`src/rtl/alu_seq_unit.sv`:
```
// alu_seq_unit: multi-cycle RISC-V style integer ALU with ready/valid handshakes.
//   Single-cycle ops (ADD/SUB/logic/SLT/SLTU) finish one cycle after acceptance.
//   Shifts move one bit per cycle. MUL (multiply-low) adds one multiplier bit per cycle.
// Ports:
//   CLK, RST_n            clock, async active-low reset
//   ALUOP, FUNCT3,
//   FUNCT7_5, FUNCT7_0    operation encoding
//   A, B                  operands (shift amount = B[log2(WIDTH)-1:0])
//   IN_VALID / IN_READY   request handshake (ready only in IDLE)
//   RESULT, ZERO, ILLEGAL registered result, zero flag, undefined-encoding flag
//   OUT_VALID / OUT_READY result handshake (result held until taken)
module alu_seq_unit #(
  parameter int WIDTH      = 32,
  parameter int ENABLE_MUL = 1
) (
  input  logic             CLK,
  input  logic             RST_n,
  input  logic [1:0]       ALUOP,
  input  logic [2:0]       FUNCT3,
  input  logic             FUNCT7_5,
  input  logic             FUNCT7_0,
  input  logic [WIDTH-1:0] A,
  input  logic [WIDTH-1:0] B,
  input  logic             IN_VALID,
  output logic             IN_READY,
  output logic [WIDTH-1:0] RESULT,
  output logic             ZERO,
  output logic             ILLEGAL,
  output logic             OUT_VALID,
  input  logic             OUT_READY
);

  localparam int SHW = $clog2(WIDTH);
  localparam int CW  = SHW + 1;  // counter must hold WIDTH for MUL

  typedef enum logic [1:0] {S_IDLE, S_SHIFT, S_MUL, S_DONE} state_t;
  typedef enum logic [3:0] {
    OP_ADD, OP_SUB, OP_SLL, OP_SLT, OP_SLTU, OP_XOR,
    OP_SRL, OP_SRA, OP_OR, OP_AND, OP_MUL, OP_ILL
  } op_t;

  state_t           state_q, state_d;
  op_t              op_q, op_d, dec_op;
  logic [WIDTH-1:0] opa_q, opa_d;   // shift operand / multiplicand
  logic [WIDTH-1:0] opb_q, opb_d;   // multiplier
  logic [WIDTH-1:0] acc_q, acc_d;   // partial product
  logic [WIDTH-1:0] res_q, res_d;
  logic [CW-1:0]    cnt_q, cnt_d;
  logic             zero_q, zero_d;
  logic             ill_q, ill_d;

  logic [WIDTH-1:0] alu_res, sh_step, acc_sum;
  logic [SHW-1:0]   shamt;

  assign shamt = B[SHW-1:0];

  // Instruction decode
  always_comb begin
    dec_op = OP_ADD;
    if (ALUOP == 2'b00) begin
      dec_op = OP_ADD;
    end else if (ALUOP == 2'b01) begin
      dec_op = OP_SUB;
    end else if (ALUOP == 2'b10 && FUNCT7_0) begin
      if (FUNCT3 == 3'b000 && ENABLE_MUL != 0) dec_op = OP_MUL;
      else                                     dec_op = OP_ILL;
    end else begin
      case (FUNCT3)
        3'b000: if (ALUOP == 2'b10 && FUNCT7_5) dec_op = OP_SUB;
                else                            dec_op = OP_ADD;
        3'b001: dec_op = OP_SLL;
        3'b010: dec_op = OP_SLT;
        3'b011: dec_op = OP_SLTU;
        3'b100: dec_op = OP_XOR;
        3'b101: if (FUNCT7_5) dec_op = OP_SRA;
                else          dec_op = OP_SRL;
        3'b110: dec_op = OP_OR;
        default: dec_op = OP_AND;
      endcase
    end
  end

  // Single-cycle result for ops that finish straight from IDLE
  always_comb begin
    alu_res = '0;
    case (dec_op)
      OP_ADD:  alu_res = A + B;
      OP_SUB:  alu_res = A - B;
      OP_SLT:  alu_res = {{(WIDTH-1){1'b0}}, ($signed(A) < $signed(B))};
      OP_SLTU: alu_res = {{(WIDTH-1){1'b0}}, (A < B)};
      OP_XOR:  alu_res = A ^ B;
      OP_OR:   alu_res = A | B;
      OP_AND:  alu_res = A & B;
      default: alu_res = '0;
    endcase
  end

  // One shift step of the operand in flight
  always_comb begin
    sh_step = opa_q >> 1;
    case (op_q)
      OP_SLL:  sh_step = opa_q << 1;
      OP_SRA:  sh_step = {opa_q[WIDTH-1], opa_q[WIDTH-1:1]};
      default: sh_step = opa_q >> 1;
    endcase
  end

  assign acc_sum = acc_q + (opb_q[0] ? opa_q : '0);

  always_comb begin
    state_d = state_q;
    op_d    = op_q;
    opa_d   = opa_q;
    opb_d   = opb_q;
    acc_d   = acc_q;
    res_d   = res_q;
    cnt_d   = cnt_q;
    ill_d   = ill_q;
    case (state_q)
      S_IDLE: begin
        if (IN_VALID) begin
          op_d  = dec_op;
          ill_d = (dec_op == OP_ILL);
          case (dec_op)
            OP_ILL: begin
              res_d   = '0;
              state_d = S_DONE;
            end
            OP_SLL, OP_SRL, OP_SRA: begin
              // A zero shift amount has nothing to iterate, so it completes
              // at the same latency as the single-cycle ops.
              if (shamt == '0) begin
                res_d   = A;
                state_d = S_DONE;
              end else begin
                opa_d   = A;
                cnt_d   = CW'(shamt);
                state_d = S_SHIFT;
              end
            end
            OP_MUL: begin
              opa_d   = A;
              opb_d   = B;
              acc_d   = '0;
              cnt_d   = CW'(WIDTH);
              state_d = S_MUL;
            end
            default: begin
              res_d   = alu_res;
              state_d = S_DONE;
            end
          endcase
        end
      end
      S_SHIFT: begin
        opa_d = sh_step;
        cnt_d = cnt_q - CW'(1);
        if (cnt_q == CW'(1)) begin
          res_d   = sh_step;
          state_d = S_DONE;
        end
      end
      S_MUL: begin
        acc_d = acc_sum;
        opa_d = opa_q << 1;
        opb_d = opb_q >> 1;
        cnt_d = cnt_q - CW'(1);
        if (cnt_q == CW'(1)) begin
          res_d   = acc_sum;
          state_d = S_DONE;
        end
      end
      default: begin  // S_DONE: hold result until consumer takes it
        if (OUT_READY) state_d = S_IDLE;
      end
    endcase
    zero_d = (res_d == '0);
  end

  always_ff @(posedge CLK or negedge RST_n) begin
    if (!RST_n) begin
      state_q <= S_IDLE;
      op_q    <= OP_ADD;
      opa_q   <= '0;
      opb_q   <= '0;
      acc_q   <= '0;
      res_q   <= '0;
      cnt_q   <= '0;
      zero_q  <= 1'b1;
      ill_q   <= 1'b0;
    end else begin
      state_q <= state_d;
      op_q    <= op_d;
      opa_q   <= opa_d;
      opb_q   <= opb_d;
      acc_q   <= acc_d;
      res_q   <= res_d;
      cnt_q   <= cnt_d;
      zero_q  <= zero_d;
      ill_q   <= ill_d;
    end
  end

  assign IN_READY  = (state_q == S_IDLE);
  assign OUT_VALID = (state_q == S_DONE);
  assign RESULT    = res_q;
  assign ZERO      = zero_q;
  assign ILLEGAL   = ill_q;

endmodule
```
`config.mk`:
```
export PLATFORM = sky130hd
export DESIGN_NAME = alu_seq_unit
export DESIGN_NICKNAME = d
export VERILOG_FILES = /design/src/rtl/alu_seq_unit.sv
export SDC_FILE = /design/constraint.sdc
export NUM_CORES = 1
export LEC_CHECK = 0
export BUFFER_PORTS_ARGS = -buffer_cell sky130_fd_sc_hd__buf_4
export CAP_MARGIN = 40
export CORE_ASPECT_RATIO = 0.6
export CORE_MARGIN = 2
export CORE_UTILIZATION = 35
export DETAILED_ROUTE_END_ITERATION = 10
export PLACE_DENSITY = 0.53
export SLEW_MARGIN = 20
export SYNTH_ARGS = -nofsm -noshare
export SYNTH_HDL_FRONTEND = slang
export SYNTH_SLANG_ARGS = --single-unit
```
`constraint.sdc`:
```
create_clock -name CLK -period 9.3 [get_ports CLK]
set_input_delay 1.395 -clock CLK [delete_from_list [all_inputs] [get_ports CLK]]
set_output_delay 1.395 -clock CLK [all_outputs]
set_load 0.02 [all_outputs]
```
==> metrics.txt, run 1 <==
CTS root buf clkbuf_16; delay-heaviest family, CP simple AND/OR/NAND/NOR gates; core area 0.04489 mm²; post-route setup slack 3.730 ns; Worst Path Class, Setup in -> reg; num ports 111; vias in the first global route 15.72k; Synth Warn # 0; XOR/XNOR Fraction of Synth Area 2.583%; Post-route DRC 0; total power draw 4612 µW; Critical Path RT 9.68 ns; Crit-path slowest cell a41oi_1; post-synth top area share 22.14%; FMAX 0.1795 GHz; DR vias/cell 6.215; post_cts resized 0; main combinational cell family by area after synthesis compound AO/OA/AOI/OAI gates; WL final 69.82 mm; Final Util 40.22%; Post-Syn Area 0.01594 mm²; CP Buf/Inv Count 2; fin nets 2367; outcome finished clean; cell count of the worst hold path 2; Setup-failing EPs final 0; 1st-iter DRT viols 1976; GR Util met2 42.03%; Reg-to-Reg Start opb_q[0]; Crit Path Max Fanout 10; most used routing layer in global routing met1; pin count of the biggest net entering global routing 65; EDFF count, synth 0; DIE AREA 0.04731 mm²; Hold Crit Start opb_q[1]; Reg2Reg Depth 14; endpoint of the worst hold path opb_q[1]; Fillers 4691; drt pass-1 iters 7; final setup TNS 0 ns; first-pass GRT wire length 103.4 mm; Synth Area in Adders 11.29%; layout cells sized above 1 11.33%; DP Worst Slack 3.428 ns; hold buffer count at cts 0; Synth Flop Type dfrtp_1; wire per inst 25.36 µm; Hold Path Class reg -> reg; maximum vdd drop 0.1418 mV; PwrDens 255.5 mW/mm²; most frequent CP cell nor3_1; clk_lat worst skew 0.47 ns; grt met1 use 43.34%; clock sink total 142; Leakage 0.008009 µW; post-route cell area 0.01805 mm²; GRT met3 Usage 6.140%; Port Buffer Count 110; unique cell type count in the Yosys netlist 106; Starting Density 35.50%; Rel. slew slack 44.31%; slack of the worst reg-to-reg path 4.26 ns; final slew viol count 0; routed via count 17.11k; Syn Nets 2326; FFs w/ async S/R, synth 100.0%; area leader, netlist dfrtp_1; routability congestion estimate 0.9709; clk slew on worst S/H paths 0.07 ns; # rows 60; Final Critical Period 5.570 ns; worst path arrival time 5.95 ns; max incr delay on CP 0.70 ns; Synth Instances 2109; dpl cell area 0.01727 mm²; Hold Vio Cnt, Final 0; initial antenna violation count 1; Num CTS Buffers 17; Critical Path, Cell by Cell buf_4, inv_1, ha_1, nor3_1, o31ai_1, nand3_1, a41oi_1, a2111oi_0, nor3_1, xnor2_1, o221ai_1, nand4bb_1, or4_1, nor4_2; Overflow after GRT 0; # Post-CTS Setup Buffers 0; CTS tree built; crit path capture type flop; mux contribution to synthesized area 4.405%; Maximum Capacitance Violations 0; worst r2r dst ZERO; Tcrit/Tclk final 59.89%; Synth area leaders dfrtp_1, ha_1, o21ai_0; skew final 0.01275 ns; gr usage total 29.05%; Final ANT Viol Nets 0; RSZ-0062 raised after global routing no; hpwl dp 53.86 mm; Post-Synth Simple-Gate Area 20.68%; area grow syn2layout 13.30%; Avg Cell Area, Syn 7.556 µm²; Worst Tran Pin Value 0.8334 ns; Compound-Gate Fraction of Synth Area 32.18%; FF+latch count, synth 142; Seq/Total Area, Yosys 22.31%; maximum buffer depth of the clock tree 2; Startpoint Class input pin; die width 279.5 µm; Die Ht 169.3 µm; CTS HTree Levels 4
-- layout make-up --
type	count	area [µm²]	area share (%)
multi-input cells	1718	11390	63.11
diodes	1	2.502	0.01386
flip-flops and latches	142	3555	19.69
inverters	117	439.2	2.432
repair buffers	154	1247	6.909
well taps	589	737.0	4.082
clock buffers	17	425.4	2.356
clock inverters	15	254.0	1.407
-- power by group --
part | switching, µW | internal (µW)
logic | 1680 | 923
clock network | 358 | 510
registers | 285 | 860
total | 2320 | 2290
-- Yosys cell counts (13+ instances only) --
library cell	instances
a211oi_1	20
a221oi_1	25
dfrtp_1	141
o211ai_1	46
xor2_1	20
o31ai_1	26
and2_1	37
or3_1	15
and3_1	16
buf_2	29
inv_1	115
nor2_1	127
a21o_1	35
clkbuf_1	80
nor2b_1	16
ha_1	139
o21bai_1	18
o221ai_1	15
a21oi_1	178
o21ai_0	208
o22ai_1	13
a31oi_1	19
nand2b_1	13
nor3_1	59
nand3_1	40
a22o_1	18
nand4_1	17
mux2i_1	63
xnor2_1	27
nand2_1	275
o21a_1	14
-- per-stage QoR --
step	std cells	hold slack, ns
6_report	2753	0.4831
5_1_grt	2753	0.5090
4_1_cts	2744	0.4867
3_5_place_dp	2712	0.4717
3_3_place_gp	2706	0.4631
2_1_floorplan	2109	0.4496
-- state kept, by name, indices dropped and copies added (netlist names) --
name / flops
ZERO: 1
state_q: 2
opa_q: 32
opb_q: 32
cnt_q: 6
ILLEGAL: 1
acc_q: 32
RESULT: 32
op_q: 4
-- worst reg2reg max path, stage by stage, from the launching register on --
cell and delay, ns:
dfrtp_1 0.44, and2_1 0.19, ha_1 0.21, fa_1 0.46
a21o_1 0.23, a22oi_1 0.42, a2111oi_1 0.24, or4_4 0.53
and3_1 0.20, o32ai_1 0.38, o2111ai_1 0.23, nor3_1 0.34
nand4b_1 0.31, or4_1 0.60, nor4_2 0.16
-- logic make-up after synthesis --
family          Yosys count
flops                   142
mux                      69
compound gates          777
simple gates            683
buf+inv                 249
fa+ha+maj               142
xor+xnor                 47
-- placed cells by master (no fill, tap or decap), types with 27 or more instances in the layout --
master    count
a21o_1       35
dfrtp_1     141
mux2i_1      63
o21ai_0     208
inv_1       115
a21oi_1     177
nand2_1     275
nand3_1      40
nor2_1      127
xnor2_1      27
o211ai_1     46
buf_4       144
nor3_1       57
and2_1       37
ha_1        137
-- routing by layer --
layer | wire (µm) | part of all wire (%)
met2 | 29080 | 42
met3 | 6012 | 8.6
met4 | 1501 | 2.1
met5 | 0 | 0
met1 | 33230 | 48
-- worst max-delay path by stage --
stage | cells after the start | from | to
6_report | 14 | B[2] | ZERO
4_1_cts | 14 | A[12] | ZERO
3_3_place_gp | 15 | A[0] | ZERO
2_1_floorplan | 14 | A[0] | ZERO
3_5_place_dp | 14 | A[12] | ZERO
5_1_grt | 14 | B[2] | ZERO
(Power assumes the default switching activity.)
==> inputs of run 2 (changes only) <==
==> constraint.sdc (replaced) <==
create_clock -name CLK -period 5.8 [get_ports CLK]
set_input_delay 0.87 -clock CLK [delete_from_list [all_inputs] [get_ports CLK]]
set_output_delay 0.87 -clock CLK [all_outputs]
set_load 0.02 [all_outputs]
==> metrics.txt, run 2 (synthesis results as in run 1) <==
drt pass-1 iters 6; CTS root buf clkbuf_16; met3 WL 5.957 mm; PwrDens 400.0 mW/mm²; Worst Path Class, Setup in -> reg; # rows 60; Die Ht 169.3 µm; pin count of the biggest net entering global routing 73; Crit Path Max Fanout 9; DIE AREA 0.04731 mm²; Critical Path RT 6.18 ns; WL final 69.23 mm; CTS HTree Levels 4; core area 0.04489 mm²; Worst Setup EP ZERO; final cell count without fillers 2767; routed wl met2 28.92 mm; Overflow after GRT 0; slack of the worst reg-to-reg path 0.93 ns; 1st-iter DRT viols 2106; Hold Vio Cnt, Final 0; Routed met1 length 32.84 mm; Rel. slew slack 39.35%; Critical Path Start A[0]; Port Buffer Count 110; Num CTS Buffers 17; FMAX 0.2016 GHz; area grow syn2layout 13.28%; final slew viol count 0; post-route cell area 0.01805 mm²; register area 0.003555 mm²; commonest non-fill, non-tap cell in the layout nand2_1; initial antenna violation count 1; Final ANT Viol Nets 0; clk slew on worst S/H paths 0.09 ns; clock sink total 142; layout cells sized above 1 11.90%; DR vias/cell 6.187; die width 279.5 µm; Startpoint Class input pin; max layer used met4; outcome finished clean; hpwl dp 53.55 mm; wire per inst 25.02 µm; fin nets 2381; Final Critical Period 4.961 ns; skew final 0.01803 ns; num ports 111; RSZ-0062 raised after global routing no; total power draw 7220 µW; post_cts resized 0; # Post-CTS Setup Buffers 0; Worst Tran Pin Value 0.9037 ns; hold buffer count at cts 0; final setup TNS 0 ns; worst path arrival time 5.34 ns; Post-route DRC 0; first-pass GRT wire length 103.6 mm; Starting Density 35.50%; most frequent cells in the layout nand2_1, o21ai_0, a21oi_1, buf_4, dfrtp_1; Reg-to-Reg Start opb_q[0]; Leakage 0.008022 µW; worst r2r dst ZERO; Setup-failing EPs final 0; Hold Path Class in -> async; routed via count 17.12k; CTS tree built; maximum vdd drop 0.2890 mV; Tcrit/Tclk final 85.53%; Fillers 4676; crit path capture type flop; routability congestion estimate 0.9861; area of the multi-input gates 0.01139 mm²; Maximum Capacitance Violations 0; dpl cell area 0.01736 mm²; Placed Cells 2728; gr usage total 28.92%; vias in the first global route 16.23k; clk_lat worst skew 0.48 ns; Reg2Reg Depth 14; maximum buffer depth of the clock tree 2
run 2: changes by cell type in the layout (fill, tap and decap cells not counted), sizes merged:
cell | previous run | this run
buf | 152 | 167
clkinv | 5 | 6
clkbuf | 19 | 18
bufinv | 6 | 0
clkinvlp | 0 | 1
inv | 121 | 125
run 2: area by class of cell:
cell class	count	share of cell area [%]
Sequential cell	142	19.69
Tap cell	589	4.083
Inverter	117	2.433
Timing Repair Buffer	168	7.389
Clock buffer	17	2.357
Clock inverter	15	0.9080
Multi-Input combinational cell	1718	63.12
Antenna cell	1	0.01386
run 2: critical path, stage by stage:
cell and delay [ns]:
buf_4 0.09, inv_1 0.06, ha_1 0.24, fa_1 0.46, o21bai_1 0.23, a311oi_1 0.12
o21bai_1 0.61, a31o_2 0.37, a211oi_2 0.19, nor3_1 0.43, a21oi_1 0.16, a311o_1 0.40
nand4b_1 0.34, or4_1 0.59, nor4_2 0.16
run 2: metal layers:
layer  vias up  global-route usage, %
li1       7871                      -
met1      8309                  43.21
met2       838                  42.55
met3       102                  5.369
met4         0                  6.952
met5         -                      0
run 2: worst min path at each step:
stage	cells past startpoint	slack [ns]	end
floorplan	2	0.45	opb_q[10]
global placement	2	0.46	acc_q[3]
detailed placement	2	0.47	opb_q[30]
CTS	1	0.26	acc_q[29]
global route	1	0.27	acc_q[28]
finish	1	0.25	acc_q[29]
run 2: report_power, final:
group | leakage [µW] | switching [µW] | internal, µW | total, µW
Sequential | 0.00184 | 454 | 1380 | 1830
Combinational | 0.00589 | 2710 | 1480 | 4200
Clock | 0.000289 | 611 | 580 | 1190
Total | 0.00802 | 3780 | 3440 | 7220
run 2: through the flow:
stage | util [%] | setup slack, ns | hold slack, ns
global placement | 38.61 | 0.5670 | 0.4635
detailed placement | 38.67 | 0.5618 | 0.4708
finish | 40.21 | 0.8394 | 0.2495
floorplan | - | 1.816 | 0.4496
CTS | 39.98 | 1.015 | 0.2582
global route | 40.21 | 0.6705 | 0.2722
==> inputs of run 3 (changes only) <==
--- a/config.mk
+++ b/config.mk
@@ -11,6 +11,8 @@
 export CORE_MARGIN = 2
 export CORE_UTILIZATION = 35
 export DETAILED_ROUTE_END_ITERATION = 10
+export GPL_ROUTABILITY_DRIVEN = 0
+export HOLD_SLACK_MARGIN = 0.08
 export PLACE_DENSITY = 0.53
 export SLEW_MARGIN = 20
 export SYNTH_ARGS = -nofsm -noshare
==> constraint.sdc (replaced) <==
create_clock -name CLK -period 5.8 [get_ports CLK]
set_input_delay 0.29 -clock CLK [delete_from_list [all_inputs] [get_ports CLK]]
set_output_delay 0.29 -clock CLK [all_outputs]
set_load 0.02 [all_outputs]
==> metrics.txt, run 3 (synthesis results as in run 1) <==
outcome finished clean; Die Ht 169.3 µm; maximum vdd drop 0.2242 mV; worst path arrival time 5.13 ns; Setup-failing EPs final 0; Crit-path slowest cell or4_1; Maximum Capacitance Violations 0; PwrDens 402.3 mW/mm²; delay-heaviest family, CP simple AND/OR/NAND/NOR gates; Worst Path Class, Setup reg -> reg; pin count of the biggest net entering global routing 79; die width 279.5 µm; register area 0.003555 mm²; Overflow after GRT 0; Final Critical Period 4.759 ns; fin nets 2368; DIE AREA 0.04731 mm²; Crit Path Max Fanout 33; Crit. path cell count 15; post-route cell area 0.01799 mm²; CP Buf/Inv Count 1; # rows 60; hpwl dp 51.57 mm; Hold Vio Cnt, Final 0; Fillers 4690; num ports 111; Critical Path RT 6.17 ns; RSZ-0062 raised after global routing no; cell count of the worst hold path 3; slack of the worst reg-to-reg path 1.04 ns; post_cts resized 0; area grow syn2layout 12.88%; final setup TNS 0 ns; Port Buffer Count 110; Critical Path, Cell by Cell buf_4, and2_1, ha_1, fa_1, a21o_1, a22oi_1, a2111oi_1, or4_4, and3_1, o32ai_1, o2111ai_1, nor3_1, nand4b_1, or4_1, nor4_2; initial antenna violation count 1; wire per inst 24.24 µm; drt pass-1 iters 6; Post-route DRC 0; # Post-CTS Setup Buffers 0; hold buffer count at cts 1; maximum buffer depth of the clock tree 2; most frequent cells in the layout nand2_1, o21ai_0, a21oi_1, buf_4, dfrtp_1; CTS root buf clkbuf_16; clock sink total 142; Worst Tran Pin Value 0.8832 ns; clk_lat worst skew 0.47 ns; Leakage 0.007971 µW; vias in the first global route 16.02k; core area 0.04489 mm²; Tcrit/Tclk final 82.05%; Final ANT Viol Nets 0; crit path capture type flop; dpl cell area 0.01732 mm²; Num CTS Buffers 17; total power draw 7236 µW; final slew viol count 0; Startpoint Class flop; Reg2Reg Depth 15; max incr delay on CP 0.60 ns; DR vias/cell 6.216; area of the multi-input gates 0.01140 mm²; clk slew on worst S/H paths 0.08 ns; n_diodes 0; CTS tree built; routed via count 17.11k; gr usage total 27.90%; Min Hold Slack 0.1087 ns; 1st-iter DRT viols 1990; Hold Path Class in -> reg; FMAX 0.2101 GHz; commonest non-fill, non-tap cell in the layout nand2_1; skew final 0.01583 ns; WL final 66.75 mm; CTS HTree Levels 4; layout cells sized above 1 11.37%; Starting Density 35.50%; first-pass GRT wire length 100.7 mm; Rel. slew slack 40.73%
run 3: cell count changes in the layout (fill, tap and decap cells not counted), moves of 2 or more:
cell       before  now
inv_8           6    4
buf_4         161  144
buf_2           0    3
bufinv_16       0    2
clkinv_8        3    0
clkinv_4        0    4
run 3: through the flow:
stage          worst slack (ns)  utilization [%]  std cells
2_1_floorplan             2.041                -       2109
3_3_place_gp              1.188            38.29       2707
3_5_place_dp              1.090            38.58       2715
4_1_cts                   1.094            39.94       2748
5_1_grt                  0.7317            40.07       2753
6_report                  1.041            40.07       2753
run 3: metal layers:
metal	up-vias	track usage, %	share of wire [%]
met4	0	7.440	2.4
met2	888	40.09	41
met1	8274	41.45	47
met5	-	0	0
li1	7840	-	-
met3	111	6.360	10
run 3: worst reg2reg max path, cell delays in order (launching register included):
cell,delay [ns]
dfrtp_1,0.36
buf_4,0.22
and2_1,0.20
ha_1,0.21
fa_1,0.44
a21o_1,0.22
a22oi_1,0.35
a2111oi_1,0.21
or4_4,0.53
and3_1,0.19
o32ai_1,0.29
o2111ai_1,0.19
nor3_1,0.22
nand4b_1,0.27
or4_1,0.60
nor4_2,0.16
run 3: path summary, 6_finish.rpt:
check	startpoint	to
max	opb_q[0]	ZERO
min	B[2]	cnt_q[2]
max reg2reg	opb_q[0]	ZERO
min reg2reg	opb_q[12]	opb_q[12]
max in group asynchronous	RST_n	acc_q[21]
min in group asynchronous	RST_n	acc_q[29]
run 3: where the power goes:
group          leakage [µW]  internal (µW)  total, µW  switching (µW)
Combinational       0.00584           1490       4180            2680
Clock              0.000293            652       1220             563
Sequential          0.00184           1380       1840             466
Total               0.00797           3520       7240            3710
run 3: final cells by class:
class | instances | area share, %
sequential | 142 | 19.76
timing repair buffer | 155 | 6.956
clock inverter | 14 | 0.9669
inverter | 117 | 2.442
multi-input combinational | 1718 | 63.39
clock buffer | 18 | 2.386
tap | 589 | 4.097
